--- src/rtl/matrix_col_reader_pkg.sv ---
// Shared types and constants for the matrix column reader.
// Used by the bank, the bus interface and the top.
package matrix_pkg;

    localparam int DIM    = 5;
    localparam int ELEM_W = 8;
    localparam int ROW_W  = DIM * ELEM_W;

    typedef logic signed [ELEM_W-1:0] elem_t;
    typedef logic [ROW_W-1:0]         row_t;

    typedef enum logic {
        LOAD  = 1'b0,
        DRAIN = 1'b1
    } state_t;

endpackage

--- src/rtl/matrix_col_reader_if.sv ---
// Row-in / column-out handshake bus of the matrix column reader.
// master = producer/consumer side, slave = reader side.
interface matrix_col_reader_if #(
    parameter int W = matrix_pkg::ROW_W
);
    import matrix_pkg::*;

    logic [W-1:0]        row_in;
    logic                row_valid;
    logic                row_ready;
    logic signed [W-1:0] col_out;
    logic                col_valid;
    logic                col_ready;
    logic                done;

    modport master (
        output row_in, row_valid, col_ready,
        input  row_ready, col_out, col_valid, done
    );

    modport slave (
        input  row_in, row_valid, col_ready,
        output row_ready, col_out, col_valid, done
    );

endinterface

--- src/rtl/matrix_trans_bank.sv ---
// DIM x ROW_W register file: row write port, combinational
// column read (element i of the column = row i, element cidx).
module matrix_trans_bank #(
    parameter  int DIM    = 5,
    parameter  int ELEM_W = 8,
    localparam int ROW_W  = DIM * ELEM_W,
    localparam int CW     = (DIM > 1) ? $clog2(DIM) : 1
) (
    input  logic             clk,
    input  logic             rst,
    input  logic             we_i,
    input  logic [CW-1:0]    waddr_i,
    input  logic [ROW_W-1:0] wdata_i,
    input  logic [CW-1:0]    cidx_i,
    output logic [ROW_W-1:0] col_o
);
    import matrix_pkg::*;

    logic [ROW_W-1:0] mem_q [DIM];

    // Row storage, cleared on reset
    always_ff @(posedge clk or posedge rst) begin
        if (rst) begin
            for (int i = 0; i < DIM; i++) begin
                mem_q[i] <= '0;
            end
        end else if (we_i) begin
            mem_q[waddr_i] <= wdata_i;
        end
    end

    // Gather element cidx of every row into one column word
    always_comb begin
        col_o = '0;
        for (int i = 0; i < DIM; i++) begin
            col_o[ROW_W-1-ELEM_W*i -: ELEM_W] =
                mem_q[i][ROW_W-1-ELEM_W*int'(cidx_i) -: ELEM_W];
        end
    end

endmodule

--- src/rtl/matrix_col_reader.sv ---
// Loads DIM rows, then emits the DIM columns of the transpose.
// `define MATRIX_PINGPONG_EN for two banks (load while draining).
module matrix_col_reader #(
    parameter int DIM    = 5,
    parameter int ELEM_W = 8
) (
    input  logic               clk,
    input  logic               rst,
    matrix_col_reader_if.slave bus
);
    import matrix_pkg::*;

    localparam int            RW   = DIM * ELEM_W;
    localparam int            CW   = (DIM > 1) ? $clog2(DIM) : 1;
    localparam logic [CW-1:0] LAST = CW'(DIM - 1);

    logic          row_ready;
    logic          col_valid;
    logic          row_fire;
    logic          col_fire;
    logic [CW-1:0] r_q, r_d;
    logic [CW-1:0] c_q, c_d;
    logic          done_q, done_d;
    logic [RW-1:0] col_rd;

    assign row_fire = bus.row_valid && row_ready;
    assign col_fire = col_valid && bus.col_ready;

`ifndef MATRIX_PINGPONG_EN

    state_t state_q, state_d;

    matrix_trans_bank #(
        .DIM    (DIM),
        .ELEM_W (ELEM_W)
    ) u_bank (
        .clk     (clk),
        .rst     (rst),
        .we_i    (row_fire),
        .waddr_i (r_q),
        .wdata_i (bus.row_in),
        .cidx_i  (c_q),
        .col_o   (col_rd)
    );

    // State, counters and done pulse register
    always_ff @(posedge clk or posedge rst) begin
        if (rst) begin
            state_q <= LOAD;
            r_q     <= '0;
            c_q     <= '0;
            done_q  <= 1'b0;
        end else begin
            state_q <= state_d;
            r_q     <= r_d;
            c_q     <= c_d;
            done_q  <= done_d;
        end
    end

    // Next state: fill rows, then hand out columns
    always_comb begin
        state_d = state_q;
        r_d     = r_q;
        c_d     = c_q;
        done_d  = 1'b0;
        unique case (state_q)
            LOAD: begin
                if (row_fire) begin
                    r_d = (r_q == LAST) ? '0 : r_q + 1'b1;
                    if (r_q == LAST) state_d = DRAIN;
                end
            end
            DRAIN: begin
                if (col_fire) begin
                    c_d = (c_q == LAST) ? '0 : c_q + 1'b1;
                    if (c_q == LAST) begin
                        state_d = LOAD;
                        done_d  = 1'b1;
                    end
                end
            end
            default: ;
        endcase
    end

    // Handshake outputs decoded from state
    always_comb begin
        row_ready = !rst && (state_q == LOAD);
        col_valid = (state_q == DRAIN);
    end

`else

    logic [1:0]    full_q, full_d;
    logic          wsel_q, wsel_d;
    logic          rsel_q, rsel_d;
    state_t        rd_state;
    logic [RW-1:0] col_b0, col_b1;

    matrix_trans_bank #(
        .DIM    (DIM),
        .ELEM_W (ELEM_W)
    ) u_bank0 (
        .clk     (clk),
        .rst     (rst),
        .we_i    (row_fire && !wsel_q),
        .waddr_i (r_q),
        .wdata_i (bus.row_in),
        .cidx_i  (c_q),
        .col_o   (col_b0)
    );

    matrix_trans_bank #(
        .DIM    (DIM),
        .ELEM_W (ELEM_W)
    ) u_bank1 (
        .clk     (clk),
        .rst     (rst),
        .we_i    (row_fire && wsel_q),
        .waddr_i (r_q),
        .wdata_i (bus.row_in),
        .cidx_i  (c_q),
        .col_o   (col_b1)
    );

    assign col_rd = rsel_q ? col_b1 : col_b0;

    // Bank flags, bank selects, counters and done pulse register
    always_ff @(posedge clk or posedge rst) begin
        if (rst) begin
            full_q <= '0;
            wsel_q <= 1'b0;
            rsel_q <= 1'b0;
            r_q    <= '0;
            c_q    <= '0;
            done_q <= 1'b0;
        end else begin
            full_q <= full_d;
            wsel_q <= wsel_d;
            rsel_q <= rsel_d;
            r_q    <= r_d;
            c_q    <= c_d;
            done_q <= done_d;
        end
    end

    // Next state: a filled write bank flips the write select; a
    // drained read bank flips the read select onto the other bank
    always_comb begin
        full_d = full_q;
        wsel_d = wsel_q;
        rsel_d = rsel_q;
        r_d    = r_q;
        c_d    = c_q;
        done_d = 1'b0;
        if (row_fire) begin
            r_d = (r_q == LAST) ? '0 : r_q + 1'b1;
            if (r_q == LAST) begin
                full_d[wsel_q] = 1'b1;
                wsel_d         = ~wsel_q;
            end
        end
        if (col_fire) begin
            c_d = (c_q == LAST) ? '0 : c_q + 1'b1;
            if (c_q == LAST) begin
                full_d[rsel_q] = 1'b0;
                rsel_d         = ~rsel_q;
                done_d         = 1'b1;
            end
        end
    end

    // Handshake outputs decoded from bank flags
    always_comb begin
        rd_state  = full_q[rsel_q] ? DRAIN : LOAD;
        row_ready = !rst && !full_q[wsel_q];
        col_valid = (rd_state == DRAIN);
    end

`endif

    assign bus.row_ready = row_ready;
    assign bus.col_valid = col_valid;
    assign bus.col_out   = col_valid ? col_rd : '0;
    assign bus.done      = done_q;

endmodule

--- src/flat_wrapper.sv ---
// flat-port wrapper written by rule: the top's interface ports become plain ports
module matrix_col_reader_flat import matrix_pkg::*;
#(
    parameter int DIM    = 5,
    parameter int ELEM_W = 8
)
  (clk, rst, bus_row_in, bus_row_valid, bus_col_ready, bus_row_ready, bus_col_out, bus_col_valid, bus_done);
  matrix_col_reader_if bus_i ();
  input  logic clk;
  input  logic rst;
  input wire logic [$bits(bus_i.row_in)-1:0] bus_row_in;
  input wire logic [$bits(bus_i.row_valid)-1:0] bus_row_valid;
  input wire logic [$bits(bus_i.col_ready)-1:0] bus_col_ready;
  output wire logic [$bits(bus_i.row_ready)-1:0] bus_row_ready;
  output wire logic [$bits(bus_i.col_out)-1:0] bus_col_out;
  output wire logic [$bits(bus_i.col_valid)-1:0] bus_col_valid;
  output wire logic [$bits(bus_i.done)-1:0] bus_done;
  assign bus_i.row_in = bus_row_in;
  assign bus_i.row_valid = bus_row_valid;
  assign bus_i.col_ready = bus_col_ready;
  assign bus_row_ready = bus_i.row_ready;
  assign bus_col_out = bus_i.col_out;
  assign bus_col_valid = bus_i.col_valid;
  assign bus_done = bus_i.done;
  matrix_col_reader #(.DIM(DIM), .ELEM_W(ELEM_W)) u_core (.clk(clk), .rst(rst), .bus(bus_i));
endmodule
--- config.mk ---
export PLATFORM = sky130hd
export DESIGN_NAME = matrix_col_reader_flat
export DESIGN_NICKNAME = d
export VERILOG_FILES = /design/src/rtl/matrix_col_reader_pkg.sv /design/src/rtl/matrix_col_reader_if.sv /design/src/rtl/matrix_trans_bank.sv /design/src/rtl/matrix_col_reader.sv /design/src/flat_wrapper.sv
export SDC_FILE = /design/constraint.sdc
export NUM_CORES = 1
export LEC_CHECK = 0
export BUFFER_PORTS_ARGS = -buffer_cell sky130_fd_sc_hd__buf_2
export CAP_MARGIN = 0
export CORE_MARGIN = 5
export CORE_UTILIZATION = 33
export DETAILED_ROUTE_END_ITERATION = 6
export HOLD_SLACK_MARGIN = 0.08
export PLACE_DENSITY = 0.52
export SLEW_MARGIN = 20
export SYNTH_ARGS = -nofsm -noshare
export SYNTH_HDL_FRONTEND = slang
export SYNTH_SLANG_ARGS = --single-unit
--- constraint.sdc ---
create_clock -name clk -period 8.45 [get_ports clk]
set_input_delay 1.69 -clock clk [delete_from_list [all_inputs] [get_ports clk]]
set_output_delay 1.69 -clock clk [all_outputs]
set_load 0.02 [all_outputs]
## Word level (Yosys, flattened, before mapping)

Cells that the tools add are included.
W data, S select, Z words.

| operators by class | value |
|---|---|
| bitwise logic cells | 2 |
| equality and inequality tests | 2 |
| add/subtract/negate cells | 3 |
| reductions and logical operators | 7 |
| shifts and indexed selects | 5 |
| multiplexer cells | 14 |
| magnitude comparators | 2 |

Operator list:

| kind | count |
|---|---|
| $shiftx A47 B7 Y8 | 5 |
| $bwmux W200 | 1 |
| $demux W40 S3 | 1 |
| $mux W40 | 2 |
| $mux W1 | 7 |
| $sub A6 B6 Y7 const A | 1 |
| $add A3 B1 Y3 const B | 2 |
| $eq A3 B3 Y1 const B | 2 |
| $mux W3 | 2 |
| $ge A4 B4 Y1 const B | 1 |
| $logic_and A1 B1 Y1 | 4 |
| $lt A4 B1 Y1 const B | 1 |
| $not A3 Y4 | 1 |
| $reduce_and A2 Y1 | 2 |
| $pmux W1 S2 | 1 |
| $logic_not A1 Y1 | 1 |
| $not A1 Y1 | 1 |

| storage, ports and cells | value |
|---|---|
| output and inout bits | 43 |
| register bits after elaboration | 208 |
| bits of input ports | 44 |

## Logic depth before layout (Yosys ltp)

| logic depth | value |
|---|---|
| depth in word-level cells | 6 |
| mapped depth | 9 |
| mapped depth without buffers | 6 |

## By module

A second synthesis with hierarchy kept.

| unflattened totals | value |
|---|---|
| cell total of the unflattened synthesis | 616 |
| area total of the unflattened synthesis | 9554.2 µm² |

Modules (own cells, without submodules):

| module | area each (µm²) | instances | sequential area each (µm²) | cells each |
|---|---|---|---|---|
| matrix_trans_bank | 8842.2 | 1 | 5004.8 | 534 |
| matrix_col_reader | 711.9 | 1 | 200.2 | 82 |

## Least setup slack after synthesis

Ideal clock, no wire load.

| timing path | value |
|---|---|
| path type | flip-flop to output port |
| start | register u_core.c_q[0] |
| end | output bus_col_out[2] |
| cell stages (with the launch flop) | 9 |
| slack | 4.533 ns |
| arrival time | 2.227 ns |
| buffers on the path | 2 |
| cells stage by stage | dfrtp_1 > inv_1 > ha_1 > ha_1 > buf_2 > nor3b_1 > clkbuf_1 > nand2_1 > a21oi_1 |

| on the way | value |
|---|---|
| word-level cells in the longest chain between the ends | 3 |

Ends and longest elaborated chain:

| item | line | source |
|---|---|---|
| from (decl) | matrix_col_reader.sv:22 | `logic [CW-1:0] c_q, c_d;` |
| from (signal assigned) | matrix_col_reader.sv:51 | `c_q <= '0;` |
| from (signal assigned) | matrix_col_reader.sv:56 | `c_q <= c_d;` |
| $sub A6 B6 Y7 | matrix_trans_bank.sv:37 | `mem_q[i][ROW_W-1-ELEM_W*int'(cidx_i) -: ELEM_W];` |
| $shiftx A47 B7 Y8 | matrix_trans_bank.sv:37 |  |
| $mux W40 | matrix_col_reader.sv:185 | `assign bus.col_out = col_valid ? col_rd : '0;` |
| to (decl) | flat_wrapper.sv:15 | `output wire logic [$bits(bus_i.col_out)-1:0] bus_col_out;` |

No other way between the ends.

## Worst setup path after layout

| timing path | value |
|---|---|
| start | register u_core.c_q[0] |
| end | output bus_col_out[10] |

The elaborated chain is that of the path after synthesis.

==> run summary <==
The area of placed instances came out at 0.01028 sq mm. The transition at the pin with the smallest max-transition slack came out at 1066 ps. The growth of design area from synthesis to finish is 16.31%. The detailed-route vias per instance came out at 5.017. The height of the die came out at 179.6 microns. The total routed wirelength came out at 24890 microns. The number of design-rule violations left by the first detailed-router iteration came out at 285. For this design, the sink count on the clock tree is 208.

Once detailed placement completed, the half-perimeter wirelength came to 16230 microns. The depth of the worst hold-timing path is 1. The critical path endpoint category is a primary output. The min-delay analysis places its worst path in the category flop to flop.

The chip width is 179.6 microns. Of all nets on the critical path, the largest fanout is 23. The post-cts repair resize count came out at 0. The initial antenna violation count is 0. Entering global routing, the biggest net connects 139 pins. The minimum hold slack came out at 485.9 ps.

The number of nets in the synthesized netlist came out at 734. The count of port buffers added during placement is 86. The deepest clock path buffer count came out at 3. Between clock sinks in the finished design, the worst skew comes to 19.28 ps. For this design the ratio of total power to cell area is 427.9 mW/mm^2. The cell repeated most along the worst path is sky130_fd_sc_hd__buf_4.

Counting I/O delays and the setup requirement, the final critical path takes 5641 ps. The maximum single-stage delay on the critical path is 740 ps. The synthesized netlist contains 29 unique library cells. The count of cells along the worst register-to-register path is 4. The starting density of the core came out at 0.3324. In this run the static leakage power is 4.984 nW. The die covers 0.03224 sq mm. The critical hold path startpoint is u_core.u_bank.mem_q[74]$_DFFE_PP0P_. For this design the top-level I/O count stands at 87.

The clock insertion delay at the later pin of the skew report is 510 ps. The terminating pin of the worst hold path is u_core.u_bank.mem_q[74]$_DFFE_PP0P_. The number of routed nets with antenna violations came out at 0. The via count of the first global-routing pass is 6137. The post-route cell area is 0.01104 sq mm. The count of yosys warnings during synthesis came out at 0. Counting the fill cells in the layout gives 2796. After synthesis, the most frequently instantiated cells are sky130_fd_sc_hd__mux2_2 (254), sky130_fd_sc_hd__dfrtp_1 (208), sky130_fd_sc_hd__a22oi_1 (40).

The critical path launch point type is a flop. The netlist area before placement is 0.009488 sq mm. The critical path arrival is 3950 ps.

The root buffer cell chosen for the clock tree is sky130_fd_sc_hd__clkbuf_16. In the routed design, unresolved DRC markers number 0. VDD sags by at most 0.1733 mV. The share of synthesized area occupied by flip-flops and latches is 0.5486. In this run the tightest slew margin relative to its limit is 0.2866. The startpoint of the worst-slack reg-to-reg timing path is u_core.c_q[0]$_DFFE_PP0P_. The sum of negative setup slack came out at 0 ps. Across the run, the number of max-cap violations was 0. The global-route usage over all layers came out at 0.1510. The wire length per cell came out at 21.53 microns. The global-route wire length before repair came out at 38830 microns. The buffers inserted during post-CTS setup optimization is 0. The first TritonRoute pass finished after 4 iterations.

Of the cells placed in the final design, the portion with a size suffix greater than 1 is 0.5130. The worst endpoint required time came out at 6760 ps. The number of synthesized flops with an enable pin is 0. The biggest area contributor in the post-synthesis netlist is sky130_fd_sc_hd__dfrtp_1. Setup repair after global routing left no endpoint under its margin. The total congestion overflow after global routing came out at 0.

Synthesis handed over a netlist of 685 instances. The setup slack of the most critical reg-to-reg path is 5460 ps. The setup slack of the critical path after layout is 2809 ps.

The worst setup path category is flop to primary output. The slowest library cell on the worst path is sky130_fd_sc_hd__ha_2. The maximum clock frequency is 177.3 MHz.

The floorplan has 62 rows. The number of hold buffers added after CTS was 0. The placeable core area is 0.02855 sq mm. TritonCTS created 23 clock buffers. The H-tree depth is 1. The number of failing setup endpoints in the final timing report came out at 0. Of the post-synthesis cell area, the dominant cell type holds 0.5486. The total count of max-transition violations in the final report came out at 0. The flip-flop and latch count after synthesis came out at 208. The final net count is 809.

Walking the worst path, the cells encountered are inv_1 > ha_2 > ha_2 > buf_4 > nor2b_1 > buf_4 > nand3b_1 > buf_4 > o22ai_1 > buf_2. The number of antenna diodes is 0. TritonCTS built the clock tree. The critical register-to-register path endpoint is u_core.c_q[1]$_DFFE_PP0P_.

The share of the clock period used by the worst path after layout is 0.6675. The most numerous cell in the Yosys netlist is sky130_fd_sc_hd__mux2_2. The primary flip-flop cell chosen by synthesis mapping is sky130_fd_sc_hd__dfrtp_1.

The worst setup slack before clock tree synthesis is 3276 ps. The number of hold-slack violations in the final timing report came out at 0. The number of vias after detailed routing came out at 5800. The flow ran to the end, and the final reports show no timing, DRC or antenna violations. The critical path starts at u_core.c_q[0]$_DFFE_PP0P_. Yosys attributes the largest share of cell area to sky130_fd_sc_hd__dfrtp_1 (55%), sky130_fd_sc_hd__mux2_2 (30%), sky130_fd_sc_hd__a22oi_1 (3.2%), sky130_fd_sc_hd__mux2i_1 (2.5%), sky130_fd_sc_hd__o22ai_1 (1.6%). The average instance in the mapped netlist occupies 13.85 sq um. The fraction of registers with async set/reset is 1.000. After clock tree synthesis, the clock-pin slew on the worst setup and hold paths is 60 ps.

The routability-driven placement congestion ratio came out at 0.7856.
worst max path at each step:
stage / endpoint / cells after the start / slack, ps
4_1_cts: bus_col_out[27] / 10 / 2710
2_1_floorplan: u_core.bus.col_valid$_DFF_PP0_ / 1 / 1080
6_report: bus_col_out[10] / 10 / 2810
5_1_grt: bus_col_out[27] / 10 / 2570
3_3_place_gp: bus_col_out[27] / 10 / 3300
3_5_place_dp: bus_col_out[27] / 10 / 3280
per-layer routing:
metal | global-route usage | up-vias | wire length [microns]
li1 | - | 2654 | -
met1 | 0.2230 | 3019 | 12280
met2 | 0.2348 | 93 | 11250
met3 | 0.02102 | 34 | 826
met4 | 0.03932 | 0 | 535
met5 | 0 | - | 0
cell type report:
cell class / count / area (sq um) / share of cell area
Clock buffer: 30 / 611.8 / 0.05544
Sequential cell: 208 / 5205 / 0.4717
Timing Repair Buffer: 96 / 505.5 / 0.04580
Tap cell: 384 / 480.5 / 0.04354
Multi-Input combinational cell: 425 / 4064 / 0.3683
Inverter: 6 / 30.03 / 0.002721
Clock inverter: 7 / 138.9 / 0.01258
power breakdown:
| group | switching, mW | internal, mW |
|---|---|---|
| sequential | 0.245 | 1.46 |
| combinational | 1.04 | 0.954 |
| clock | 0.399 | 0.628 |
| total | 1.68 | 3.04 |
sequential cells by signal, summed over array words and instances, names as in the netlist:
| register | count |
|---|---|
| u_core.u_bank.mem_q | 200 |
| u_core.c_q | 3 |
| u_core.r_q | 3 |
| u_core.bus.col_valid | 1 |
| u_core.bus.done | 1 |
cell usage in the layout, fill, tap and decap left out, types with 2 or more instances in the layout:
master,count
sky130_fd_sc_hd__mux2_2,254
sky130_fd_sc_hd__dfrtp_1,208
sky130_fd_sc_hd__buf_2,86
sky130_fd_sc_hd__a22oi_1,40
sky130_fd_sc_hd__nand2_1,25
sky130_fd_sc_hd__mux2i_1,24
sky130_fd_sc_hd__o22ai_1,24
sky130_fd_sc_hd__clkbuf_16,23
sky130_fd_sc_hd__a21oi_1,16
sky130_fd_sc_hd__buf_4,10
sky130_fd_sc_hd__o21ai_0,9
sky130_fd_sc_hd__nor2_1,6
sky130_fd_sc_hd__clkbuf_1,6
sky130_fd_sc_hd__inv_1,4
sky130_fd_sc_hd__nand3_2,4
sky130_fd_sc_hd__bufinv_16,4
sky130_fd_sc_hd__ha_1,3
sky130_fd_sc_hd__mux2_1,2
sky130_fd_sc_hd__nor3b_2,2
sky130_fd_sc_hd__nand3_1,2
sky130_fd_sc_hd__ha_2,2
sky130_fd_sc_hd__clkinv_2,2
metrics by stage:
| step | utilization | power [mW] | cells |
|---|---|---|---|
| final | 0.3866 | 4.722 | 1156 |
| after global routing | 0.3866 | 5.007 | 1156 |
| after CTS | 0.3866 | 4.775 | 1156 |
| after detailed placement | 0.3603 | 3.726 | 1119 |
| after global placement | 0.3599 | 3.701 | 1119 |
| after floorplan | - | 3.119 | 685 |
cells by family after synthesis:
group / Yosys count / synth area share
buffers and inverters: 52 / 0.02743
and+or+nand+nor: 50 / 0.02677
AOI/OAI and AO/OA: 90 / 0.06145
adders and majority gates: 5 / 0.006594
muxes: 280 / 0.3292
DFF: 208 / 0.5486
critical path, delay by kind of cell, from the launching register on:
family                   cells  cell delay [ps]
adder cells (fa/ha/maj)      2              940
flip-flops                   1              490
AND/OR/NAND/NOR              2              520
buffers and inverters        5             1330
AO/OA/AOI/OAI                1              130
Note: power is estimated with default switching activity, not from simulation.
